--- src/rtl/fp_pkg.sv ---
// Shared definitions for the float decomposition pipeline: exponent/fraction
// MSB derivation from the total float width and the fclass one-hot bit indices.
package fp_pkg;

  localparam int FCLASS_W = 10;

  // Bit positions within the one-hot fclass output.
  typedef enum logic [3:0] {
    FC_NINF  = 4'd0,
    FC_NNORM = 4'd1,
    FC_NSUB  = 4'd2,
    FC_NZERO = 4'd3,
    FC_PZERO = 4'd4,
    FC_PSUB  = 4'd5,
    FC_PNORM = 4'd6,
    FC_PINF  = 4'd7,
    FC_SNAN  = 4'd8,
    FC_QNAN  = 4'd9
  } fclass_idx_e;

  // Exponent MSB index for a given total width; unknown widths fall back to a
  // 16-bit style layout.
  function automatic int fp_emsb(input int wid);
    case (wid)
      128, 96, 80:         return 14;
      64, 52, 48, 44, 42:  return 10;
      40:                  return 9;
      32:                  return 7;
      24:                  return 6;
      default:             return 4;
    endcase
  endfunction

  // Stored-mantissa MSB index for a given total width.
  function automatic int fp_fmsb(input int wid);
    case (wid)
      128:     return 111;
      96:      return 79;
      80:      return 63;
      64:      return 51;
      52:      return 39;
      48:      return 35;
      44:      return 31;
      42:      return 29;
      40:      return 28;
      32:      return 22;
      24:      return 15;
      default: return 9;
    endcase
  endfunction

  function automatic logic [FCLASS_W-1:0] fclass_onehot(input fclass_idx_e c);
    return FCLASS_W'(1) << c;
  endfunction

endpackage

--- src/rtl/fp_cntlz.sv ---
// Combinational leading-zero counter; an all-zero input yields WIDTH.
module fp_cntlz #(
  parameter int WIDTH = 23
) (
  input  logic [WIDTH-1:0]               a_i,
  output logic [$clog2(WIDTH+1)-1:0]     cnt_o
);

  localparam int CW = $clog2(WIDTH + 1);

  // Ascending scan: the last hit is the most significant set bit.
  always_comb begin
    cnt_o = CW'(WIDTH);
    for (int unsigned b = 0; b < WIDTH; b++) begin
      if (a_i[b]) cnt_o = CW'(WIDTH - 1 - b);
    end
  end

endmodule

--- src/rtl/fp_decomp_pipe.sv ---
// Two-stage float decomposition pipeline: stage 1 splits fields and derives
// flags, stage 2 classifies and (optionally) normalizes. Stage 2 registers
// drive the outputs directly.
// Optional feature: define FP_DECOMP_NORM_EN to add the normalized outputs
// (nfract, nexp, lzc) and the leading-zero counter.
module fp_decomp_pipe
  import fp_pkg::*;
#(
  parameter  int WID  = 32,
  localparam int EMSB = fp_emsb(WID),
  localparam int FMSB = fp_fmsb(WID),
  localparam int LZW  = $clog2(FMSB + 2)
) (
  input  logic                 clk,
  input  logic                 rst_n,
  input  logic [WID-1:0]       i,
  input  logic                 i_valid,
  output logic                 i_ready,
  output logic                 o_valid,
  input  logic                 o_ready,
  output logic                 sgn,
  output logic [EMSB:0]        exp,
  output logic [FMSB:0]        man,
  output logic [FMSB+1:0]      fract,
  output logic                 xz,
  output logic                 mz,
  output logic                 vz,
  output logic                 inf,
  output logic                 xinf,
  output logic                 qnan,
  output logic                 snan,
  output logic                 nan,
  output logic [FCLASS_W-1:0]  fclass
`ifdef FP_DECOMP_NORM_EN
  ,
  output logic [FMSB+1:0]      nfract,
  output logic signed [EMSB+1:0] nexp,
  output logic [LZW-1:0]       lzc
`endif
);

  localparam int SB = EMSB + FMSB + 2;

  // Handshake
  logic s1_v_q, s2_v_q;
  logic s1_adv, s2_adv, acc;

  // Stage 1 state
  logic            s1_sgn_d, s1_sgn_q;
  logic [EMSB:0]   s1_exp_d, s1_exp_q;
  logic [FMSB:0]   s1_man_d, s1_man_q;
  logic            s1_xz_d, s1_xz_q, s1_mz_d, s1_mz_q, s1_vz_d, s1_vz_q;
  logic            s1_inf_d, s1_inf_q, s1_xinf_d, s1_xinf_q;
  logic            s1_qnan_d, s1_qnan_q, s1_snan_d, s1_snan_q, s1_nan_d, s1_nan_q;

  // Stage 2 state
  logic            s2_sgn_q;
  logic [EMSB:0]   s2_exp_q;
  logic [FMSB:0]   s2_man_q;
  logic [FMSB+1:0] s2_fract_d, s2_fract_q;
  logic            s2_xz_q, s2_mz_q, s2_vz_q, s2_inf_q, s2_xinf_q;
  logic            s2_qnan_q, s2_snan_q, s2_nan_q;
  logic [FCLASS_W-1:0] s2_fclass_d, s2_fclass_q;
  fclass_idx_e     cls_d;

  // A stage advances when its successor is empty or draining this cycle.
  assign s2_adv  = !s2_v_q || o_ready;
  assign s1_adv  = !s1_v_q || s2_adv;
  assign i_ready = s1_adv;
  assign acc     = i_valid && i_ready;

  // Stage 1 field split and flag derivation from the raw operand.
  always_comb begin
    s1_sgn_d  = i[SB];
    s1_exp_d  = i[FMSB+1 +: EMSB+1];
    s1_man_d  = i[FMSB:0];
    s1_xz_d   = ~|s1_exp_d;
    s1_mz_d   = ~|s1_man_d;
    s1_vz_d   = s1_xz_d && s1_mz_d;
    s1_xinf_d = &s1_exp_d;
    s1_inf_d  = s1_xinf_d && s1_mz_d;
    s1_nan_d  = s1_xinf_d && !s1_mz_d;
    s1_qnan_d = s1_xinf_d && s1_man_d[FMSB];
    s1_snan_d = s1_nan_d && !s1_man_d[FMSB];
  end

  // Stage 1 registers; data only loads on an accepted operand.
  always_ff @(posedge clk or negedge rst_n) begin
    if (!rst_n) begin
      s1_v_q    <= 1'b0;
      s1_sgn_q  <= 1'b0;
      s1_exp_q  <= '0;
      s1_man_q  <= '0;
      s1_xz_q   <= 1'b0;
      s1_mz_q   <= 1'b0;
      s1_vz_q   <= 1'b0;
      s1_inf_q  <= 1'b0;
      s1_xinf_q <= 1'b0;
      s1_qnan_q <= 1'b0;
      s1_snan_q <= 1'b0;
      s1_nan_q  <= 1'b0;
    end else begin
      if (s1_adv) s1_v_q <= acc;
      if (acc) begin
        s1_sgn_q  <= s1_sgn_d;
        s1_exp_q  <= s1_exp_d;
        s1_man_q  <= s1_man_d;
        s1_xz_q   <= s1_xz_d;
        s1_mz_q   <= s1_mz_d;
        s1_vz_q   <= s1_vz_d;
        s1_inf_q  <= s1_inf_d;
        s1_xinf_q <= s1_xinf_d;
        s1_qnan_q <= s1_qnan_d;
        s1_snan_q <= s1_snan_d;
        s1_nan_q  <= s1_nan_d;
      end
    end
  end

  // Stage 2 classification; NaN and infinity take precedence over sign-based classes.
  always_comb begin
    cls_d = FC_PNORM;
    if (s1_nan_q)      cls_d = s1_man_q[FMSB] ? FC_QNAN : FC_SNAN;
    else if (s1_inf_q) cls_d = s1_sgn_q ? FC_NINF  : FC_PINF;
    else if (s1_vz_q)  cls_d = s1_sgn_q ? FC_NZERO : FC_PZERO;
    else if (s1_xz_q)  cls_d = s1_sgn_q ? FC_NSUB  : FC_PSUB;
    else               cls_d = s1_sgn_q ? FC_NNORM : FC_PNORM;
    s2_fclass_d = fclass_onehot(cls_d);
    s2_fract_d  = {!s1_xz_q, s1_man_q};
  end

  // Stage 2 / output registers; contents hold while stalled or empty.
  always_ff @(posedge clk or negedge rst_n) begin
    if (!rst_n) begin
      s2_v_q      <= 1'b0;
      s2_sgn_q    <= 1'b0;
      s2_exp_q    <= '0;
      s2_man_q    <= '0;
      s2_fract_q  <= '0;
      s2_xz_q     <= 1'b0;
      s2_mz_q     <= 1'b0;
      s2_vz_q     <= 1'b0;
      s2_inf_q    <= 1'b0;
      s2_xinf_q   <= 1'b0;
      s2_qnan_q   <= 1'b0;
      s2_snan_q   <= 1'b0;
      s2_nan_q    <= 1'b0;
      s2_fclass_q <= '0;
    end else begin
      if (s2_adv) s2_v_q <= s1_v_q;
      if (s2_adv && s1_v_q) begin
        s2_sgn_q    <= s1_sgn_q;
        s2_exp_q    <= s1_exp_q;
        s2_man_q    <= s1_man_q;
        s2_fract_q  <= s2_fract_d;
        s2_xz_q     <= s1_xz_q;
        s2_mz_q     <= s1_mz_q;
        s2_vz_q     <= s1_vz_q;
        s2_inf_q    <= s1_inf_q;
        s2_xinf_q   <= s1_xinf_q;
        s2_qnan_q   <= s1_qnan_q;
        s2_snan_q   <= s1_snan_q;
        s2_nan_q    <= s1_nan_q;
        s2_fclass_q <= s2_fclass_d;
      end
    end
  end

  assign o_valid = s2_v_q;
  assign sgn     = s2_sgn_q;
  assign exp     = s2_exp_q;
  assign man     = s2_man_q;
  assign fract   = s2_fract_q;
  assign xz      = s2_xz_q;
  assign mz      = s2_mz_q;
  assign vz      = s2_vz_q;
  assign inf     = s2_inf_q;
  assign xinf    = s2_xinf_q;
  assign qnan    = s2_qnan_q;
  assign snan    = s2_snan_q;
  assign nan     = s2_nan_q;
  assign fclass  = s2_fclass_q;

`ifdef FP_DECOMP_NORM_EN
  localparam int EXW = EMSB + 2;

  logic [LZW-1:0]        lz_raw, lz_p1;
  logic [FMSB+1:0]       nfract_d, nfract_q;
  logic signed [EMSB+1:0] nexp_d, nexp_q;
  logic [LZW-1:0]        lzc_d, lzc_q;

  fp_cntlz #(
    .WIDTH (FMSB + 1)
  ) u_cntlz (
    .a_i   (s1_man_q),
    .cnt_o (lz_raw)
  );

  // Subnormals shift past the leading zeros and the implicit position so the
  // first set bit lands in the hidden-bit slot.
  always_comb begin
    lz_p1    = lz_raw + LZW'(1);
    nfract_d = s2_fract_d;
    nexp_d   = $signed({1'b0, s1_exp_q});
    lzc_d    = '0;
    if (s1_vz_q) begin
      nfract_d = '0;
      nexp_d   = '0;
      lzc_d    = LZW'(FMSB + 1);
    end else if (s1_xz_q) begin
      nfract_d = s2_fract_d << lz_p1;
      nexp_d   = -$signed(EXW'(lz_raw));
      lzc_d    = lz_raw;
    end
  end

  // Normalized result registers, loaded alongside the rest of stage 2.
  always_ff @(posedge clk or negedge rst_n) begin
    if (!rst_n) begin
      nfract_q <= '0;
      nexp_q   <= '0;
      lzc_q    <= '0;
    end else if (s2_adv && s1_v_q) begin
      nfract_q <= nfract_d;
      nexp_q   <= nexp_d;
      lzc_q    <= lzc_d;
    end
  end

  assign nfract = nfract_q;
  assign nexp   = nexp_q;
  assign lzc    = lzc_q;
`endif

endmodule

--- config.mk ---
export PLATFORM = sky130hd
export DESIGN_NAME = fp_decomp_pipe
export DESIGN_NICKNAME = d
export VERILOG_FILES = /design/src/rtl/fp_pkg.sv /design/src/rtl/fp_cntlz.sv /design/src/rtl/fp_decomp_pipe.sv
export SDC_FILE = /design/constraint.sdc
export NUM_CORES = 1
export LEC_CHECK = 0
export CORE_ASPECT_RATIO = 0.75
export CORE_UTILIZATION = 50
export CTS_CLUSTER_DIAMETER = 40
export CTS_CLUSTER_SIZE = 10
export DETAILED_ROUTE_END_ITERATION = 12
export PLACE_DENSITY = 0.89
export SYNTH_ARGS = -nofsm -noshare
export SYNTH_HDL_FRONTEND = slang
export SYNTH_HIERARCHICAL = 1
export SYNTH_SLANG_ARGS = --single-unit
--- constraint.sdc ---
create_clock -name clk -period 3.13 [get_ports clk]
set_input_delay 0.4695 -clock clk [delete_from_list [all_inputs] [get_ports clk]]
set_output_delay 0.4695 -clock clk [all_outputs]
set_load 0.01 [all_outputs]
-- Word-level counts from Yosys, hierarchy flattened
Index checks and enable logic that the tools add are counted.
Widths: inputs -> output; s select.
- add/sub/neg operators: 0
- multiply operators: 0
- div/mod/pow operators: 0
- magnitude comparators: 0
- eq/ne operators: 0
- shift operators: 1
- multiplexer cells: 9
- bitwise operators: 0
- reductions and logical operators: 18
- operators by type and width (operator ; number):
    $reduce_or 23->1 ; 1
    $mux 3 ; 7
    $shl 1x4->10 const A ; 1
    $reduce_and 8->1 ; 1
    $reduce_or 8->1 ; 1
    $logic_and 1x1->1 ; 7
    $logic_not 1->1 ; 6
    $mux 4 ; 1
    $logic_or 1x1->1 ; 2
    $mux 1 ; 1
- flip-flop bits (word level): 116
- latch bits: 0
- RAM bits: 0
- bits in read-only memories: 0
- output and inout port bits: 76
- memories kept: 0

-- Longest topological paths before layout
Gate-level depths: netlist of run 1.
- depth after elaboration: 6
- gate-level depth with buffers: 6
- gate-level depth less buffers: 4

-- Worst setup path before layout of run 1
No wires, ideal clock.
- path kind: input -> register
- start point: input port o_ready
- end point: register s1_exp_q[5]
- arrival time: 1.381 ns
- required time: 3.005 ns
- path slack: 1.624 ns
- stages: 4
- buffers on the path: 1
- path through: nand3b_2 > nand2_4 > buf_2 > mux2_2
- word-level cells in the longest chain between the ends: 3
- RTL lines (element ; RTL line ; RTL):
    start, declared ; fp_decomp_pipe.sv:20 ; input logic o_ready,
    $logic_or 1x1->1 ; fp_decomp_pipe.sv:67 ; assign s2_adv = !s2_v_q || o_ready;
    $logic_or 1x1->1 ; fp_decomp_pipe.sv:68 ; assign s1_adv = !s1_v_q || s2_adv;
    $logic_and 1x1->1 ; fp_decomp_pipe.sv:70 ; assign acc = i_valid && i_ready;
    end signal, assigned ; fp_decomp_pipe.sv:106 ; s1_exp_q <= s1_exp_d;
    end, declared ; fp_decomp_pipe.sv:50 ; logic [EMSB:0] s1_exp_d, s1_exp_q;
No other way between the ends.
A chain may end at the register's enable or synchronous reset.

-- Final worst setup path of run 1
- start point: input port o_ready
- end point: output port i_ready
- word-level cells in the longest chain between the ends: 2
- RTL lines (element ; RTL line ; RTL):
    $logic_or 1x1->1 ; fp_decomp_pipe.sv:67 ;
    $logic_or 1x1->1 ; fp_decomp_pipe.sv:68 ;
    end, declared ; fp_decomp_pipe.sv:18 ; output logic i_ready,
No other way between the ends.

==> results.yml, run 1 <==
status:
  status: "finished, final reports clean"
clock_network:
  cts_tree: "done"
  cts.path.max_buffers: 2
  clkTransAtPathRegs_ns: 0.08
  cts_num_sinks: 93
  cts_root_buffer: "clkbuf_8"
  htree_num_levels: 3
  post_cts_buffers: 0
  clock_latency_ns: 0.34
  post_cts_resized: 0
  cts_buffers: 9
  postCtsHoldBufs: 0
grt:
  grt_pass1_vias: 2460
  grt_overflow: 0
  grt_pass1_wl_mm: 12.0
  grt_max_degree: 94
  grt_usage_pct: 20.2
  antenna_found_initial: 0
critical_path:
  critPathTopFamily: "buffers and inverters"
  crit_fanout: 3
  cpMaxStageDelayCell: "clkdlybuf4s50_1"
  path_buf_inv: 2
  reg2reg_depth: 4
  worstPathRequired_ns: 2.66
  cp_common_cell: "clkdlybuf4s50_1"
  worstPathCellList: "clkdlybuf4s50_1, nand3b_2, clkdlybuf4s50_1"
  critical_path.max_stage_delay_ns: 0.55
  worst_setup_path_start_kind: "input pin"
  r2r_setup_slack_ns: 1.42
  crit_path_end_kind: "primary output"
  path_depth: 3
  critical_path_arrival_ns: 1.65
  crit_type: "in -> out"
job:
  drv_cap: 0
sta:
  final_hold_viol_count: 0
  finalSetupTns_ns: 0
  maxClockFrequency_mhz: 471
  period_minus_slack_ns: 2.12
  final_max_slew_viol_count: 0
  rsz0062_at_grt: "false"
  worst_pin_slew_ns: 1.14
  setup_viol: 0
  max-slew-margin-rel_pct: 24.3
  skew_ns: 0.00492
  period_share_pct: 67.8
floorplan:
  io_pins: 112
  die_area_sq_um: 7860
  die_y_um: 77.1
  dieWidth_um: 102
  core_sq_um: 7030
  start_util_pct: 53.4
  num_rows: 26
finish:
  area_growth_syn_to_layout_pct: 33.7
  diodes: 0
  fillCellCount: 523
  layout-drive-gt1-share_pct: 26.7
  fin_util_pct: 71.5
  fin_nets: 390
synth:
  synth-edff-count: 0
  syn-num-nets: 300
  ys_types: 25
  synth_top_area_share_pct: 62.0
  syn-instance-count: 264
  syn_area_per_cell_sq_um: 14.2
  synth_warnings: 6
  syn_area_sq_um: 3750
  yosysSeqAreaShare_pct: 62.0
  async_reset_ff_share_pct: 100
  synth_top_cell_by_area: "dfrtp_1"
  synth_area_leaders: "dfrtp_1, mux2_2, buf_4"
  ys.flop_type: "dfrtp_1"
  ys_ff_latch: 93
route:
  vias: 2382
  viasPerCell: 5.21
  antenna_left: 0
  routed_wl_mm: 7.25
  routedWlPerCell_um: 15.9
  drc: 0
  drt_iter0_markers: 110
  first_pass_iters: 4
place:
  gp_congestion: 0.748
  portBuffers: 111
  hpwl_mm: 5.18
pwr:
  total_power_mw: 3.27
  p_per_area_nw_per_um2: 652
  leakage_nw: 2.12
  vdd_ir_drop_max_uv: 407
min_path:
  hold_class: "in -> async"
cell families after synthesis:
family / synth area share [%]
simple gates: 6.56
mux: 21.6
flops: 62.0
compound gates: 3.57
buf+inv: 6.30
flip-flops by register name, summed over array words and instances, names as in the netlist, 2 cells and up:
name      count
s1_man_q     23
fract         2
man          22
s1_exp_q      8
fclass       10
exp           8
per-layer routing:
metal,vias up,wire [um],global-route usage [%]
met5,-,0,0
met4,0,61,4.71
met3,6,500,6.84
met2,92,3540,32.4
met1,1192,3150,26.5
li1,1092,-,-
path summary, 6_finish.rpt:
| path | to | start |
|---|---|---|
| worst max register to register | nan | o_valid |
| worst min register to register | fclass[2] | fclass[2] |
| max in group asynchronous | s1_man_q[14] | rst_n |
| min in group clk | fclass[2] | fclass[2] |
| worst min-delay path | s1_v_q | rst_n |
| worst max-delay path | i_ready | o_ready |
synthesized netlist by cell type (2+ instances only):
cell type  count
a22o_1         3
buf_2          6
buf_4         26
clkbuf_1       2
dfrtp_1       93
mux2_2        72
nand2_1       20
nand2b_1       4
nand4_1        4
nor2_1         3
nor3_1         2
nor4_1         7
o21ai_0        6
o31ai_1        3
o31ai_2        2
o41ai_1        2
where the power goes:
part	switching, mW	internal (mW)
combinational	0.308	0.529
sequential	0.124	1.38
clock	0.381	0.552
layout by cell type, fill, tap and decap left out, drive strengths merged:
cell,Yosys,layout
o21ai,7,7
buf,32,3
or4,1,1
o31ai,5,5
bufinv,0,3
a22o,3,3
nor3,2,2
or3,1,1
a21o,1,1
mux2,72,72
nor2,3,3
nand2,22,22
clkdlybuf4s50,0,110
clkinv,0,1
o41ai,2,2
nand2b,5,5
nand4,4,4
dfrtp,93,93
clkbuf,2,12
nor4,7,7
nand3b,1,1
inv,1,1
per-stage QoR:
| stage | std cells | hold WS, ns | cell area, sq um | setup WS [ns] |
|---|---|---|---|---|
| after floorplan | 264 | 0.174 | 3750 | 1.62 |
| after global placement | 441 | 0.468 | 4780 | 0.810 |
| after detailed placement | 441 | 0.481 | 4780 | 0.800 |
| after CTS | 457 | 0.372 | 5020 | 0.998 |
| after global routing | 457 | 0.420 | 5020 | 0.958 |
| final | 457 | 0.312 | 5020 | 1.01 |
worst register-to-register path: cells and delay by family (launching register included):
kind | cells | cell delay [ns]
buffers and inverters | 1 | 0.33
flip-flops | 1 | 0.40
AND/OR/NAND/NOR | 2 | 0.51
multiplexers | 1 | 0.36
layout make-up:
class                   count  area [sq um]  area share [%]
clock buffers              12           145            2.89
clock inverters             4          95.1            1.89
inverters                   1          3.75          0.0748
multi-input cells         136          1190            23.7
flip-flops and latches     93          2330            46.3
well taps                  98           123            2.44
repair buffers            113          1140            22.6
Power figures use the tool's default switching activity.
==> inputs of run 2 (changes only) <==
--- a/config.mk
+++ b/config.mk
@@ -6,11 +6,11 @@
 export NUM_CORES = 1
 export LEC_CHECK = 0
 export CORE_ASPECT_RATIO = 0.75
-export CORE_UTILIZATION = 50
+export CORE_UTILIZATION = 42
 export CTS_CLUSTER_DIAMETER = 40
 export CTS_CLUSTER_SIZE = 10
 export DETAILED_ROUTE_END_ITERATION = 12
-export PLACE_DENSITY = 0.89
+export PLACE_DENSITY = 0.8
 export SYNTH_ARGS = -nofsm -noshare
 export SYNTH_HDL_FRONTEND = slang
 export SYNTH_HIERARCHICAL = 1
==> constraint.sdc (replaced) <==
create_clock -name clk -period 1.8 [get_ports clk]
set_input_delay 0.27 -clock clk [delete_from_list [all_inputs] [get_ports clk]]
set_output_delay 0.27 -clock clk [all_outputs]
set_load 0.01 [all_outputs]
==> results.yml, run 2 (synthesis gave the netlist of run 1 again) <==
job:
  drv_cap: 0
floorplan:
  io_pins: 112
  core_sq_um: 8560
  die_area_sq_um: 9330
  dieWidth_um: 111
  num_rows: 29
  die_y_um: 83.9
  start_util_pct: 43.8
critical_path:
  crit_fanout: 4
  worstPathRequired_ns: 1.53
  crit_type: "reg -> out"
  worst_setup_path_start_kind: "flop"
  crit_path_end_kind: "primary output"
  critical_path_arrival_ns: 1.47
place:
  portBuffers: 111
  gp_congestion: 0.734
  hpwl_mm: 5.40
clock_network:
  htree_num_levels: 3
  clkTransAtPathRegs_ns: 0.06
  post_cts_buffers: 0
  cts_root_buffer: "clkbuf_16"
  cts_num_sinks: 93
  cts_buffers: 9
  cts.path.max_buffers: 2
  clock_latency_ns: 0.34
  cts_tree: "done"
sta:
  setup_viol: 0
  period_share_pct: 96.5
  hold_ws_ns: 0.450
  period_minus_slack_ns: 1.74
  rsz0062_at_grt: "false"
  final_max_slew_viol_count: 0
  maxClockFrequency_mhz: 575
  finalSetupTns_ns: 0
  skew_ns: 0.00732
  final_hold_viol_count: 0
  max-slew-margin-rel_pct: 66.3
  worst_pin_slew_ns: 0.505
grt:
  grt_overflow: 0
  antenna_found_initial: 0
  grt_pass1_wl_mm: 12.6
  grt_pass1_vias: 2496
  grt_max_degree: 41
  grt_usage_pct: 17.5
pwr:
  seqPwrFrac_pct: 43.6
  internal-power_mw: 4.51
  p_switching_mw: 1.50
  p_per_area_nw_per_um2: 1150
  leakage_nw: 2.22
  power.clock.fraction_pct: 31.6
  switching_share_pct: 25.0
  vdd_ir_drop_max_uv: 700
  p_comb_share_pct: 24.8
finish:
  largest_register_ffs: 23
  layout_commonest_cell: "clkdlybuf4s50_1"
  largest-register: "s1_man_q"
  fin_nets: 399
  multi_input_area_sq_um: 1190
  fin_util_pct: 61.1
  area_growth_syn_to_layout_pct: 39.3
  regArea_sq_um: 2330
  diodes: 0
  fillCellCount: 701
  final_cell_mix: "clkdlybuf4s50_1, dfrtp_1, mux2_2"
  layout-drive-gt1-share_pct: 28.3
route:
  antenna_left: 0
  drc: 12
  drt_iter0_markers: 81
  routedWlPerCell_um: 15.7
  viasPerCell: 4.96
  vias: 2362
  first_pass_iters: 8
  routed_wl_mm: 7.49
status:
  status: "finished with violations"
  violations: "design-rule violations"
min_path:
  hold_class: "in -> async"
-- run 2: routing by layer --
metal	wire, um	track usage (%)	vias to the layer above
li1	-	-	1108
met1	3480	23.1	1175
met3	466	6.83	4
met2	3500	27.0	75
met4	38	4.42	0
met5	0	0	-
-- run 2: metrics by stage --
step                cell area [sq um]  instances  worst slack, ns  power (mW)
finish                           5230        476           0.0623        6.02
global route                     5230        476         0.000915        6.28
CTS                              5230        476           0.0528        6.09
detailed placement               4920        459           -0.143        4.17
global placement                 4920        459          -0.0873        4.12
floorplan                        3750        264            0.441        3.37
-- run 2: path summary, 6_finish.rpt --
check | slack, ns | depth (start not counted) | startpoint | endpoint
max | 0.06 | 2 | s1_v_q | i_ready
min | 0.45 | 2 | rst_n | o_valid
max reg2reg | 0.38 | 4 | o_valid | fclass[6]
min reg2reg | 0.48 | 2 | fclass[5] | fclass[5]
max in group asynchronous | 0.74 | 3 | rst_n | s1_man_q[8]
min in group clk | 0.48 | 2 | fclass[5] | fclass[5]
-- run 2: timing repair --
item | in CTS | in global routing
gates resized for setup | 0 | 0
endpoints found under the hold margin | 37 | 0
setup endpoints to repair | 0 | 0
hold buffers | 1 | 0
-- run 2: cell type report --
| cell class | count | area share (%) |
|---|---|---|
| timing repair buffer | 122 | 24.3 |
| clock buffer | 13 | 4.98 |
| clock inverter | 3 | 0.837 |
| inverter | 1 | 0.0718 |
| tap | 108 | 2.58 |
| sequential | 93 | 44.5 |
| multi-input combinational | 136 | 22.8 |
-- run 2: power by group through the flow --
stage | combinational (mW) | sequential (mW) | clock, mW
finish | 1.49 | 2.62 | 1.90
detailed placement | 1.50 | 2.66 | 0
global route | 1.58 | 2.67 | 2.03
floorplan | 0.669 | 2.71 | 0
CTS | 1.52 | 2.63 | 1.94
global placement | 1.48 | 2.64 | 0
-- run 2: worst max-delay path, cell delays in order, from the launching register on --
cell and delay, ns:
dfrtp_1 0.43, nand3b_2 0.15, clkdlybuf4s50_1 0.55
